<file path="config.mk">
export PLATFORM = sky130hd
export DESIGN_NAME = i2c_tx_feeder_flat
export DESIGN_NICKNAME = d
export VERILOG_FILES = /design/src/rtl/i2c_pkg.sv /design/src/rtl/i2c_tx_feeder_if.sv /design/src/rtl/i2c_byte_fifo.sv /design/src/rtl/i2c_tx_feeder.sv /design/src/flat_wrapper.sv
export SDC_FILE = /design/constraint.sdc
export NUM_CORES = 1
export LEC_CHECK = 0
export CAP_MARGIN = 0
export CORE_MARGIN = 1
export CORE_UTILIZATION = 51
export DETAILED_ROUTE_END_ITERATION = 12
export PLACE_DENSITY = 0.85
export SETUP_SLACK_MARGIN = 0.15
export SYNTH_ARGS = -nofsm -noshare
export SYNTH_HDL_FRONTEND = slang
export SYNTH_HIERARCHICAL = 1
export SYNTH_SLANG_ARGS = --single-unit
</file>
<file path="constraint.sdc">
create_clock -name clk -period 3.2 [get_ports clk]
set_clock_uncertainty 0.15 [all_clocks]
set_input_delay 0.48 -clock clk [delete_from_list [all_inputs] [get_ports clk]]
set_output_delay 0.48 -clock clk [all_outputs]
set_load 0.05 [all_outputs]
</file>
<file path="src/rtl/i2c_pkg.sv">
// rtl/i2c_pkg.sv - shared types and constants for the I2C transmit feeder
// Purpose: feeder state encoding, ACK/NAK bit values and FIFO entry geometry.
// Ports:   none (package).
package i2c_pkg;

  typedef enum logic [2:0] {
    S_IDLE,
    S_SEND,
    S_CHAIN,
    S_FLUSH,
    S_DRAIN
  } feeder_state_t;

  localparam logic I2C_ACK = 1'b0;
  localparam logic I2C_NAK = 1'b1;

  localparam int BYTE_W  = 8;
  // FIFO entry is {last, data}; the last flag sits in the MSB.
  localparam int ENTRY_W = BYTE_W + 1;

endpackage

</file>
<file path="src/rtl/i2c_tx_feeder_if.sv">
// rtl/i2c_tx_feeder_if.sv - producer, transmitter and status signals of the feeder
// Purpose: bundles the producer byte stream, the active-low transmitter request
//          interface and the controller status outputs.
// Ports:   master = feeder side (drives in_ready, tx_n, tx_data, status);
//          slave  = environment side (producer, transmitter, controller).
interface i2c_tx_feeder_if #(
  parameter int CNT_W = 8
) ();

  logic             in_valid;
  logic             in_ready;
  logic [7:0]       in_data;
  logic             in_last;
  logic             tx_n;
  logic [7:0]       tx_data;
  logic             data_en_n;
  logic             ack_en_n;
  logic             ack_n;
  logic             busy;
  logic             done;
  logic             nak;
  logic             underrun;
  logic [CNT_W-1:0] bytes_sent;

  modport master (
    input  in_valid, in_data, in_last, data_en_n, ack_en_n, ack_n,
    output in_ready, tx_n, tx_data, busy, done, nak, underrun, bytes_sent
  );

  modport slave (
    output in_valid, in_data, in_last, data_en_n, ack_en_n, ack_n,
    input  in_ready, tx_n, tx_data, busy, done, nak, underrun, bytes_sent
  );

endinterface

</file>
<file path="src/rtl/i2c_byte_fifo.sv">
// rtl/i2c_byte_fifo.sv - synchronous FIFO holding {last, data} entries
// Purpose: buffers producer bytes; head is read straight from the storage
//          array at the read pointer, so a push becomes visible the cycle after.
// Ports:   clk, rstn (sync, active-low); i_push/i_wdata write side;
//          i_pop read side; o_head, o_full, o_empty status.
module i2c_byte_fifo #(
  parameter int WIDTH = 9,
  parameter int DEPTH = 8   // power of two, >= 2
) (
  input  logic             clk,
  input  logic             rstn,
  input  logic             i_push,
  input  logic [WIDTH-1:0] i_wdata,
  input  logic             i_pop,
  output logic [WIDTH-1:0] o_head,
  output logic             o_full,
  output logic             o_empty
);

  localparam int AW = $clog2(DEPTH);
  localparam logic [AW:0] PTR_ONE = {{AW{1'b0}}, 1'b1};

  logic [WIDTH-1:0] r_mem [DEPTH];
  logic [AW:0]      r_wr_ptr;
  logic [AW:0]      r_rd_ptr;
  logic             w_do_pop;
  logic             w_do_push;

  // Pointers carry one extra wrap bit so full and empty are distinguishable.
  assign o_empty = (r_wr_ptr == r_rd_ptr);
  assign o_full  = (r_wr_ptr[AW] != r_rd_ptr[AW]) &&
                   (r_wr_ptr[AW-1:0] == r_rd_ptr[AW-1:0]);

  assign w_do_pop  = i_pop & ~o_empty;
  // A pop in the same cycle frees the slot, so a push at full is still safe.
  assign w_do_push = i_push & (~o_full | w_do_pop);

  assign o_head = r_mem[r_rd_ptr[AW-1:0]];

  always_ff @(posedge clk) begin
    if (!rstn) begin
      r_wr_ptr <= '0;
      r_rd_ptr <= '0;
    end else begin
      if (w_do_push) r_wr_ptr <= r_wr_ptr + PTR_ONE;
      if (w_do_pop)  r_rd_ptr <= r_rd_ptr + PTR_ONE;
    end
  end

  always_ff @(posedge clk) begin
    if (w_do_push) r_mem[r_wr_ptr[AW-1:0]] <= i_wdata;
  end

endmodule

</file>
<file path="src/rtl/i2c_tx_feeder.sv">
// rtl/i2c_tx_feeder.sv - byte feeder in front of the I2C byte transmitter
// Purpose: queues producer bytes, hands them to the transmitter over the
//          active-low request interface, tracks ACK/NAK per byte and reports
//          done / nak / underrun pulses plus a saturating ACKed-byte count.
// Ports:   clk, rstn (sync, active-low); bus (i2c_tx_feeder_if.master):
//          in_valid/in_ready/in_data/in_last producer stream,
//          tx_n/tx_data/data_en_n/ack_en_n/ack_n transmitter handshake,
//          busy/done/nak/underrun/bytes_sent controller status.
module i2c_tx_feeder
  import i2c_pkg::*;
#(
  parameter int DEPTH = 8,
  parameter int CNT_W = 8
) (
  input  logic            clk,
  input  logic            rstn,
  i2c_tx_feeder_if.master bus
);

  localparam logic [CNT_W-1:0] CNT_ONE = {{(CNT_W-1){1'b0}}, 1'b1};
  localparam logic [CNT_W-1:0] CNT_MAX = '1;

  feeder_state_t      r_state;
  feeder_state_t      w_next;
  logic               r_cur_last;
  logic               w_cur_last_nxt;
  logic               r_done;
  logic               r_nak;
  logic               r_underrun;
  logic               w_done_nxt;
  logic               w_nak_nxt;
  logic               w_underrun_nxt;
  logic               w_count;
  logic [CNT_W-1:0]   r_bytes_sent;
  logic               w_pop;
  logic               w_push;
  logic [ENTRY_W-1:0] w_head;
  logic               w_full;
  logic               w_empty;
  logic               w_tx_req;

  assign w_push       = bus.in_valid & ~w_full;
  assign bus.in_ready = ~w_full;

  i2c_byte_fifo #(
    .WIDTH (ENTRY_W),
    .DEPTH (DEPTH)
  ) u_fifo (
    .clk     (clk),
    .rstn    (rstn),
    .i_push  (w_push),
    .i_wdata ({bus.in_last, bus.in_data}),
    .i_pop   (w_pop),
    .o_head  (w_head),
    .o_full  (w_full),
    .o_empty (w_empty)
  );

  always_ff @(posedge clk) begin
    if (!rstn) begin
      r_state      <= S_IDLE;
      r_cur_last   <= 1'b0;
      r_done       <= 1'b0;
      r_nak        <= 1'b0;
      r_underrun   <= 1'b0;
      r_bytes_sent <= '0;
    end else begin
      r_state    <= w_next;
      r_cur_last <= w_cur_last_nxt;
      r_done     <= w_done_nxt;
      r_nak      <= w_nak_nxt;
      r_underrun <= w_underrun_nxt;
      if (w_count && (r_bytes_sent != CNT_MAX)) begin
        r_bytes_sent <= r_bytes_sent + CNT_ONE;
      end
    end
  end

  always_comb begin
    w_next         = r_state;
    w_cur_last_nxt = r_cur_last;
    w_pop          = 1'b0;
    w_done_nxt     = 1'b0;
    w_nak_nxt      = 1'b0;
    w_underrun_nxt = 1'b0;
    w_count        = 1'b0;
    case (r_state)
      S_IDLE: begin
        // data_en_n high means the transmitter has latched tx_data and started.
        if (!w_empty && bus.data_en_n) begin
          w_pop          = 1'b1;
          w_cur_last_nxt = w_head[ENTRY_W-1];
          w_next         = S_SEND;
        end
      end
      S_SEND: begin
        if (!bus.ack_en_n) begin
          case (bus.ack_n)
            I2C_ACK: begin
              w_count = 1'b1;
              if (r_cur_last) begin
                w_done_nxt = 1'b1;
                w_next     = S_DRAIN;
              end else if (w_empty) begin
                w_underrun_nxt = 1'b1;
                w_next         = S_DRAIN;
              end else begin
                w_next = S_CHAIN;
              end
            end
            I2C_NAK: begin
              w_nak_nxt = 1'b1;
              // Remaining bytes of the aborted transfer must be discarded.
              w_next    = r_cur_last ? S_DRAIN : S_FLUSH;
            end
            default: w_next = r_state;
          endcase
        end
      end
      S_CHAIN: begin
        // The transmitter reloads tx_data while ack_en_n is released.
        if (bus.ack_en_n) begin
          w_pop          = 1'b1;
          w_cur_last_nxt = w_head[ENTRY_W-1];
          w_next         = S_SEND;
        end
      end
      S_FLUSH: begin
        if (!w_empty) begin
          w_pop = 1'b1;
          if (w_head[ENTRY_W-1]) w_next = S_DRAIN;
        end
      end
      S_DRAIN: begin
        if (!bus.data_en_n && bus.ack_en_n) w_next = S_IDLE;
      end
      default: w_next = S_IDLE;
    endcase
  end

  // Request depends on registered state and FIFO flags only.
  assign w_tx_req       = ((r_state == S_IDLE) && !w_empty) || (r_state == S_CHAIN);
  assign bus.tx_n       = ~w_tx_req;
  assign bus.tx_data    = w_empty ? 8'h00 : w_head[BYTE_W-1:0];
  assign bus.busy       = (r_state != S_IDLE);
  assign bus.done       = r_done;
  assign bus.nak        = r_nak;
  assign bus.underrun   = r_underrun;
  assign bus.bytes_sent = r_bytes_sent;

endmodule

</file>
<file path="src/flat_wrapper.sv">
// flat-port wrapper written by rule: the top's interface ports become plain ports
module i2c_tx_feeder_flat import i2c_pkg::*;
#(
  parameter int DEPTH = 8,
  parameter int CNT_W = 8
)
  (clk, rstn, bus_in_valid, bus_in_data, bus_in_last, bus_data_en_n, bus_ack_en_n, bus_ack_n, bus_in_ready, bus_tx_n, bus_tx_data, bus_busy, bus_done, bus_nak, bus_underrun, bus_bytes_sent);
  i2c_tx_feeder_if #(.CNT_W(CNT_W)) bus_i ();
  input  logic clk;
  input  logic rstn;
  input wire logic [$bits(bus_i.in_valid)-1:0] bus_in_valid;
  input wire logic [$bits(bus_i.in_data)-1:0] bus_in_data;
  input wire logic [$bits(bus_i.in_last)-1:0] bus_in_last;
  input wire logic [$bits(bus_i.data_en_n)-1:0] bus_data_en_n;
  input wire logic [$bits(bus_i.ack_en_n)-1:0] bus_ack_en_n;
  input wire logic [$bits(bus_i.ack_n)-1:0] bus_ack_n;
  output wire logic [$bits(bus_i.in_ready)-1:0] bus_in_ready;
  output wire logic [$bits(bus_i.tx_n)-1:0] bus_tx_n;
  output wire logic [$bits(bus_i.tx_data)-1:0] bus_tx_data;
  output wire logic [$bits(bus_i.busy)-1:0] bus_busy;
  output wire logic [$bits(bus_i.done)-1:0] bus_done;
  output wire logic [$bits(bus_i.nak)-1:0] bus_nak;
  output wire logic [$bits(bus_i.underrun)-1:0] bus_underrun;
  output wire logic [$bits(bus_i.bytes_sent)-1:0] bus_bytes_sent;
  assign bus_i.in_valid = bus_in_valid;
  assign bus_i.in_data = bus_in_data;
  assign bus_i.in_last = bus_in_last;
  assign bus_i.data_en_n = bus_data_en_n;
  assign bus_i.ack_en_n = bus_ack_en_n;
  assign bus_i.ack_n = bus_ack_n;
  assign bus_in_ready = bus_i.in_ready;
  assign bus_tx_n = bus_i.tx_n;
  assign bus_tx_data = bus_i.tx_data;
  assign bus_busy = bus_i.busy;
  assign bus_done = bus_i.done;
  assign bus_nak = bus_i.nak;
  assign bus_underrun = bus_i.underrun;
  assign bus_bytes_sent = bus_i.bytes_sent;
  i2c_tx_feeder #(.DEPTH(DEPTH), .CNT_W(CNT_W)) u_core (.clk(clk), .rstn(rstn), .bus(bus_i));
endmodule
</file>
# Word level (Yosys, flattened, before mapping)

Memories as Yosys holds them, arrays and structs flattened. A register that Yosys moved wholly into a read port is not among the register bits.
Index checks and enable logic that the tools add are counted.

Bits in registers: 23
Input port bits: 15
RAM bits: 72
Output and inout bits: 22
Word-level logic and storage cells: 81
Memories kept: 1

Memories:

| memory              | words | width | read ports | clocked after Yosys merged registers in | write ports | RTL line            | text |
|---|---|---|---|---|---|---|---|
| u_core.u_fifo.r_mem | 8     | 9     | 1          | 1                                       | 1           | i2c_byte_fifo.sv:23 | `logic [WIDTH-1:0] r_mem [DEPTH];` |

Equal/unequal tests: 14
Bitwise operators: 10
Mux-type cells: 29
Reductions and logical operators: 16
$add $sub $neg: 3

Operators with widths:

| kind                                                  | count |
|---|---|
| 2-to-1 mux 3 bit                                      | 11 |
| case mux 3 bit (5 select lines)                       | 1 |
| 2-to-1 mux 1 bit                                      | 13 |
| adder 4 x 1 -> 4 bit, second input constant           | 2 |
| adder 8 x 1 -> 8 bit, second input constant           | 1 |
| 2-to-1 mux 8 bit                                      | 1 |
| inequality test 8 bit, second input constant          | 1 |
| equality test 3 x 2 -> 1 bit, second input constant   | 2 |
| inequality test 2 x 1 -> 1 bit, second input constant | 3 |
| inequality test 2 bit, second input constant          | 3 |
| NOT 1 bit                                             | 6 |
| case mux 3 bit (2 select lines)                       | 1 |
| AND reduction 6 bit                                   | 1 |
| logical AND 1 bit                                     | 5 |
| OR reduction 5 bit                                    | 1 |
| equality test 4 bit                                   | 1 |
| OR reduction 4 bit                                    | 1 |
| AND 1 bit                                             | 3 |
| equality test 3 x 1 -> 1 bit, second input constant   | 1 |
| equality test 3 bit                                   | 1 |
| equality test 3 bit, second input constant            | 1 |
| logical NOT 3 bit                                     | 1 |
| case mux 1 bit (3 select lines)                       | 1 |
| AND reduction 3 bit                                   | 1 |
| 8 further kinds                                       | 9 |

# Logic depth before layout (Yosys ltp)

Gate-level depths: netlist (run 1).

Depth in word-level cells: 10
Gate-level depth with buffers: 12
Mapped depth without buffers: 10

# By module

Netlist (run 1), hierarchy kept.

By module, submodules not included:

| module        | area an instance (um2) | cells an instance | times used |
|---|---|---|---|
| i2c_byte_fifo | 3289.4                 | 175               | 1 |
| i2c_tx_feeder | 858.3                  | 105               | 1 |

# Worst setup path before layout (run 1)

Ideal clock, no wire load.

Path type: reg2reg
From: reg u_core.u_fifo.r_wr_ptr[1]
To: mem u_core.u_fifo.r_mem[0][0] (enable)
Arrival: 2.843 ns
Data required time: 2.651 ns
Slack: -0.192 ns
Library setup time: 0.399 ns
Cell stages (with the launch flop): 11
Clock period less this slack: 3.392 ns
Path through: dfxtp_1 > buf_2 > xnor2_1 > nand3_1 > nor2_1 > clkbuf_1 > or3b_2 > a21boi_0 > a41o_2 > o21ai_2 > nor4_1

Longest elaborated chain between the ends: 10

Ends and longest elaborated chain:

| what                                       | RTL line            | text |
|---|---|---|
| from (decl)                                | i2c_byte_fifo.sv:24 | `logic [AW:0] r_wr_ptr;` |
| from (signal assigned)                     | i2c_byte_fifo.sv:45 | `if (w_do_push) r_wr_ptr <= r_wr_ptr + PTR_ONE;` |
| equality test 4 bit (*)                    | i2c_byte_fifo.sv:30 | `assign o_empty = (r_wr_ptr == r_rd_ptr);` |
| named net u_core.w_empty                   | i2c_tx_feeder.sv:39 | `logic w_empty;` |
| logical NOT 1 bit                          | i2c_tx_feeder.sv:90 | `if (!w_empty && bus.data_en_n) begin` |
| logical AND 1 bit                          | i2c_tx_feeder.sv:90 |  |
| 2-to-1 mux 1 bit                           | i2c_tx_feeder.sv:90 |  |
| case mux 1 bit (3 select lines) (*)        | i2c_tx_feeder.sv:87 | `case (r_state)` |
| named net u_core.w_pop                     | i2c_tx_feeder.sv:35 | `logic w_pop;` |
| AND 1 bit (*)                              | i2c_byte_fifo.sv:34 | `assign w_do_pop = i_pop & ~o_empty;` |
| OR 1 bit (*)                               | i2c_byte_fifo.sv:36 | `assign w_do_push = i_push & (~o_full \| w_do_pop);` |
| AND 1 bit (*)                              | i2c_byte_fifo.sv:36 |  |
| 2-to-1 mux 1 bit (*)                       | i2c_byte_fifo.sv:51 | `if (w_do_push) r_mem[r_wr_ptr[AW-1:0]] <= i_wdata;` |
| 2-to-1 mux 1 bit (implied by the code) (*) | i2c_byte_fifo.sv:51 |  |
| to (decl)                                  | i2c_byte_fifo.sv:23 |  |

The timed path passes the listed nets; every way through them passes the cells marked *.

==> results.yml, run 1 <==
status:
  status: "finished, final reports clean"
logic_synthesis:
  ys_warn_count: 6
  synth_compound_gate_area_share_pct: 5.822
  synth_seq_cells: 98
  synth_seq_area_share_pct: 64.68
  synth_top_family_by_area: "multiplexers"
  muxShareOfSynthArea_pct: 13.91
  netlist_instances: 280
  syn_area_per_cell_um2: 14.81
  synth_nets: 298
  synth_edf_count: 72
  ys.flop_type: "edfxtp_1"
  synth-simple-area-share_pct: 10.29
  synth.distinct_cells: 53
  synth.cell_area_um2: 4148
  synth-xor-area-share_pct: 1.478
  synthAdderAreaFrac_pct: 0.9050
  postSynth.asyncResetShare_pct: 0
detailed_routing:
  met3_length_um: 286
  vias: 2519
  drc: 0
  postRouteAntennaNets: 0
  routed_via_density: 5.751
  wire_per_inst_um: 17.25
  route.met2.wl_um: 3797
  drt_iter0_drc: 161
  top_layer: "met4"
  dr.pass1.iters: 4
  wirelength_um: 7555
  drt-met1-wl_um: 3179
worst_setup_path:
  cp-end-kind: "primary output"
  crit_fanout: 8
  crit_buf_inv: 2
  worstSetupPathType: "reg -> out"
  cp_slowest_cell: "mux4_2"
  max_stage_delay_ns: 0.57
  cp_cell_sequence: "buf_4 > mux4_2 > mux2_2 > nor2b_1 > buf_4"
  crit_path_frequent_cell: "buf_4"
  arrival_ns: 2.24
  critPathRequiredTime_ns: 2.57
  start_kind: "register"
  crit_family: "multiplexers"
power:
  ir_worst_vdd_mv: 0.2239
  leakagePower_uw: 0.001642
  powerDensity_nw_per_um2: 565.5
grt:
  antenna_found_initial: 0
  grt_pass1_wl_um: 12340
  grt_max_degree: 19
  grt_pass1_vias: 2508
  overflow: 0
  track_usage_pct: 19.43
cts:
  cts_max_path_buffers: 2
  clock_latency_ns: 0.36
  cts_hold_buf: 0
  cts_root_buf: "clkbuf_8"
  numCtsBuffers: 9
  clkTransAtPathRegs_ns: 0.10
  cts_num_sinks: 98
  cts_max_level: 3
  cts_tree: "yes"
sta:
  period_minus_slack_ns: 2.866
  rsz0062_at_grt: "false"
  drv_slew: 0
  fmax_mhz: 348.9
  fin_crit_sh_pct: 89.57
  max_slew.worst_pin.slew_ns: 0.7647
  hold_viol: 0
  max_slew_margin_pct: 47.70
  setup-violations-final: 0
  fin_tns_setup_ns: 0
floorplan:
  row_count: 32
  start_util_pct: 53.13
  die_w_um: 92.18
  ios: 37
  core_area_um2: 7807
  dieHeight_um: 92.18
  die_area_um2: 8497
finish:
  final_layout_size_suffix_gt1_share_pct: 23.81
  fillers: 580
  mostFrequentLayoutCell: "edfxtp_1"
  multi_input_area_um2: 1350
  n_antenna_cell: 0
  nNetsFinal: 349
  final_cells: 438
  area_delta_synth_final_pct: 17.38
  seq_area_um2: 2686
  final_cell_mix: "72 x edfxtp_1, 27 x clkdlybuf4s50_1, 24 x buf_4"
placement:
  portBuffers: 36
  placedCellCount: 422
  gp_congestion: 0.9097
  hpwl_um: 5197
run:
  maxCapViolCount: 0
hold_path:
  hold_path.class: "reg -> reg"
-- layer usage --
metal	up-vias	GRT usage, %
li1	1177	-
met1	1248	23.96
met2	71	32.46
met3	23	2.985
met4	0	11.46
met5	-	0
-- cells in the mapped netlist, drive strengths merged (9+ instances only) --
cell type,n,share of area (%)
mux4,18,9.8
nor2,13,1.2
buf,9,1.4
inv,12,1.1
o21ai,10,1.3
mux2,9,2.4
edfxtp,72,52
nor2b,11,1.7
nand3,9,1.1
dfxtp,26,13
nand2,13,1.2
a21oi,10,1.2
-- where the power goes --
part	internal, uW	total, uW	switching, uW
Combinational	240	571	331
Sequential	1410	1450	42.6
Clock	296	734	438
Total	1940	2750	812
-- cell type report --
class                           instances  share of cell area [%]
Tap cell                              102                   2.621
Sequential cell                        98                   55.18
Timing Repair Buffer                   52                   9.663
Clock buffer                            9                   2.544
Inverter                               13                   1.002
Clock inverter                          7                   1.259
Multi-Input combinational cell        157                   27.73
-- path summary, 6_finish.rpt --
| check | start | to | slack (ns) | depth (start not counted) |
|---|---|---|---|---|
| worst max-delay path | register | bus_tx_data[4] | 0.33 | 5 |
| worst min-delay path | u_core/r_cur_last$_SDFFE_PN0P_ | u_core/bus.underrun$_SDFF_PP0_ | 0.35 | 1 |
| worst max register to register | u_core/u_fifo/r_wr_ptr[2]$_SDFFE_PN0P_ | register | 0.36 | 10 |
| worst min register to register | u_core/r_cur_last$_SDFFE_PN0P_ | u_core/bus.underrun$_SDFF_PP0_ | 0.35 | 1 |
-- logic make-up (layout without fill, tap and decap cells) --
logic type | Yosys count | count (layout)
adder cells (fa/ha/maj) | 3 | 3
flip-flops | 98 | 98
XOR/XNOR | 7 | 7
buffers and inverters | 25 | 81
multiplexers | 34 | 34
AO/OA/AOI/OAI | 35 | 35
AND/OR/NAND/NOR | 78 | 78
-- state kept, by name, summed over array words and instances, names as in the netlist, named ones only --
signal                  cells
u_core/u_fifo/r_rd_ptr      4
u_core/r_state              3
u_core/bus.nak              1
u_core/bus.underrun         1
u_core/u_fifo/r_mem        72
u_core/bus.bytes_sent       8
u_core/bus.done             1
u_core/r_cur_last           1
u_core/u_fifo/r_wr_ptr      4
-- worst reg2reg max path, cell delays in order (launching register included) --
cell and delay (ns):
dfxtp_2 0.45, xnor2_1 0.14, nand3_1 0.09, nor2_1 0.06, or3b_2 0.45, a21boi_0 0.32
a41o_2 0.22, inv_1 0.08, a41o_1 0.28, or3_1 0.33, a21oi_1 0.19
-- timing repair --
item                       CTS  global route
setup buffers                0             0
setup endpoints to repair    0             4
resized for setup            0             3
-- metrics by stage --
| step | worst slack [ns] | total power (uW) | instance area [um^2] | hold slack (ns) | utilization [%] |
|---|---|---|---|---|---|
| after floorplan | 0.01606 | 1867 | 4154 | 0.2837 | - |
| after global placement | 0.2836 | 2032 | 4679 | 0.3241 | 59.94 |
| after detailed placement | 0.1908 | 2045 | 4679 | 0.3343 | 59.94 |
| after CTS | 0.2736 | 2773 | 4865 | 0.3520 | 62.31 |
| after global routing | 0.2113 | 2862 | 4868 | 0.3836 | 62.36 |
| final | 0.3337 | 2753 | 4868 | 0.3485 | 62.36 |
No activity file was read; power rests on OpenSTA's default activity.
==> inputs of run 2 (changes only) <==
--- a/config.mk
+++ b/config.mk
@@ -6,9 +6,9 @@
 export NUM_CORES = 1
 export LEC_CHECK = 0
-export CAP_MARGIN = 0
+export CAP_MARGIN = 20
 export CORE_MARGIN = 1
-export CORE_UTILIZATION = 51
+export CORE_UTILIZATION = 50
 export DETAILED_ROUTE_END_ITERATION = 12
-export PLACE_DENSITY = 0.85
+export PLACE_DENSITY = 0.83
 export SETUP_SLACK_MARGIN = 0.15
 export SYNTH_ARGS = -nofsm -noshare
==> constraint.sdc (replaced) <==
create_clock -name clk -period 3.2 [get_ports clk]
set_clock_uncertainty 0.15 [all_clocks]
set_input_delay 0.64 -clock clk [delete_from_list [all_inputs] [get_ports clk]]
set_output_delay 0.64 -clock clk [all_outputs]
set_load 0.05 [all_outputs]
==> run 2 against run 1 <==
Combinational power about the same. Global-route usage increased by 0.67 points. Final cell count increased by 1.1%. Die area increased by 2.0%. Power increased by 2.7%. Worst setup slack got worse by 0.057 ns. Final area increased by 1.3%. Register-to-register slack improved by 0.12 ns. Non-clock buffer count increased by 5. Critical endpoint is now bus_tx_data[6].
==> results.yml, run 2 (same netlist as run 1, synthesis figures left out) <==
placement:
  placedCellCount: 427
  portBuffers: 36
  hpwl_um: 5680
  gp_congestion: 0.8622
sta:
  max_slew.worst_pin.slew_ns: 0.7722
  period_minus_slack_ns: 2.924
  rsz0062_at_grt: "false"
  drv_slew: 0
  fin_crit_sh_pct: 91.36
  fin_tns_setup_ns: 0
  max_slew_margin_pct: 47.19
  setup-violations-final: 0
  hold_viol: 0
  fmax_mhz: 342.0
detailed_routing:
  drt_iter0_drc: 198
  postRouteAntennaNets: 0
  routed_via_density: 5.788
  dr.pass1.iters: 5
  drc: 0
  wirelength_um: 8003
  wire_per_inst_um: 18.07
  vias: 2564
grt:
  grt_pass1_wl_um: 12610
  antenna_found_initial: 0
  track_usage_pct: 20.10
  overflow: 0
  grt_pass1_vias: 2549
  grt_max_degree: 18
cts:
  numCtsBuffers: 9
  cts_tree: "yes"
  cts_hold_buf: 0
  cts_max_level: 3
  cts_root_buf: "clkbuf_8"
  cts_num_sinks: 98
  clock_latency_ns: 0.37
  clkTransAtPathRegs_ns: 0.09
  cts_max_path_buffers: 2
finish:
  area_delta_synth_final_pct: 18.85
  largest_reg_flops: 72
  fillers: 557
  final_layout_size_suffix_gt1_share_pct: 25.22
  final_cell_mix: "72 x edfxtp_1, 29 x buf_4, 26 x clkdlybuf4s50_1"
  final_cells: 443
  n_antenna_cell: 0
  mostFrequentLayoutCell: "edfxtp_1"
  multi_input_area_um2: 1358
  seq_area_um2: 2690
  nNetsFinal: 354
floorplan:
  dieHeight_um: 93.08
  start_util_pct: 52.59
  row_count: 32
  ios: 37
  die_w_um: 93.08
  die_area_um2: 8664
  core_area_um2: 7888
hold_path:
  hold_path.class: "reg -> reg"
worst_setup_path:
  start_kind: "register"
  crit_fanout: 8
  critPathRequiredTime_ns: 2.41
  worstSetupPathType: "reg -> out"
  arrival_ns: 2.13
  cp-end-kind: "primary output"
run:
  maxCapViolCount: 0
power:
  powerDensity_nw_per_um2: 573.4
  ir_worst_vdd_mv: 0.2696
  leakagePower_uw: 0.001673
status:
  status: "finished, final reports clean"
[run 2: changes by cell type in the layout (fill, tap and decap cells not counted), sizes merged]
cell / delta
buf: +5
clkinv: -2
bufinv: +1
clkbuf: +1
clkdlybuf4s50: -1
dlygate4sd2: +1
[run 2: worst max-delay path, cell delays in order (launching register included)]
cell     delay, ns
dfxtp_4       0.45
buf_4         0.19
mux4_2        0.53
mux2_2        0.29
nor2b_1       0.13
buf_4         0.18
[run 2: final timing paths]
check | start | end | slack [ns] | depth (start not counted)
worst max-delay path | register | bus_tx_data[6] | 0.28 | 5
worst max register to register | u_core/u_fifo/r_wr_ptr[1]$_SDFFE_PN0P_ | u_core/u_fifo/r_rd_ptr[3]$_SDFFE_PN0P_ | 0.48 | 10
worst min-delay path | u_core/r_cur_last$_SDFFE_PN0P_ | u_core/bus.underrun$_SDFF_PP0_ | 0.33 | 1
worst min register to register | u_core/r_cur_last$_SDFFE_PN0P_ | u_core/bus.underrun$_SDFF_PP0_ | 0.33 | 1
[run 2: final cells by class]
cell class,instances,share of cell area [%]
timing repair buffer,57,10.28
inverter,13,0.9898
tap,102,2.589
clock inverter,6,1.447
clock buffer,10,2.589
multi-input combinational,157,27.54
sequential,98,54.57
[run 2: per-stage QoR]
stage               util (%)  area (um^2)  hold slack (ns)  power [uW]  worst slack, ns
detailed placement     59.80         4717           0.3066        2053           0.1235
global placement       59.80         4717           0.3239        2039           0.1635
global route           62.50         4930           0.3595        2934           0.1714
finish                 62.50         4930           0.3285        2826           0.2764
floorplan                  -         4154           0.2837        1867          0.01606
CTS                    62.33         4916           0.3170        2835           0.1406
[run 2: per-layer routing]
| layer | wire, um | global-route usage (%) | up-vias | part of all wire (%) |
|---|---|---|---|---|
| li1 | - | - | 1185 | - |
| met1 | 3286 | 24.67 | 1301 | 41 |
| met2 | 4250 | 34.44 | 68 | 53 |
| met3 | 294 | 3.415 | 10 | 3.7 |
| met4 | 171 | 9.872 | 0 | 2.1 |
| met5 | 0 | 0 | - | 0 |
[run 2: repair_timing]
| action | in CTS | in global routing |
|---|---|---|
| pin swaps | 0 | 0 |
| endpoints found under the setup margin | 8 | 43 |
| resized for setup | 2 | 5 |
| setup buffers | 0 | 0 |
[run 2: power by group]
part	switching, uW	total (uW)	internal [uW]	leakage, uW
combinational	329	573	245	0.000712
sequential	48.4	1450	1410	0.000866
clock	429	798	370	0.0000939
total	805	2830	2020	0.00167
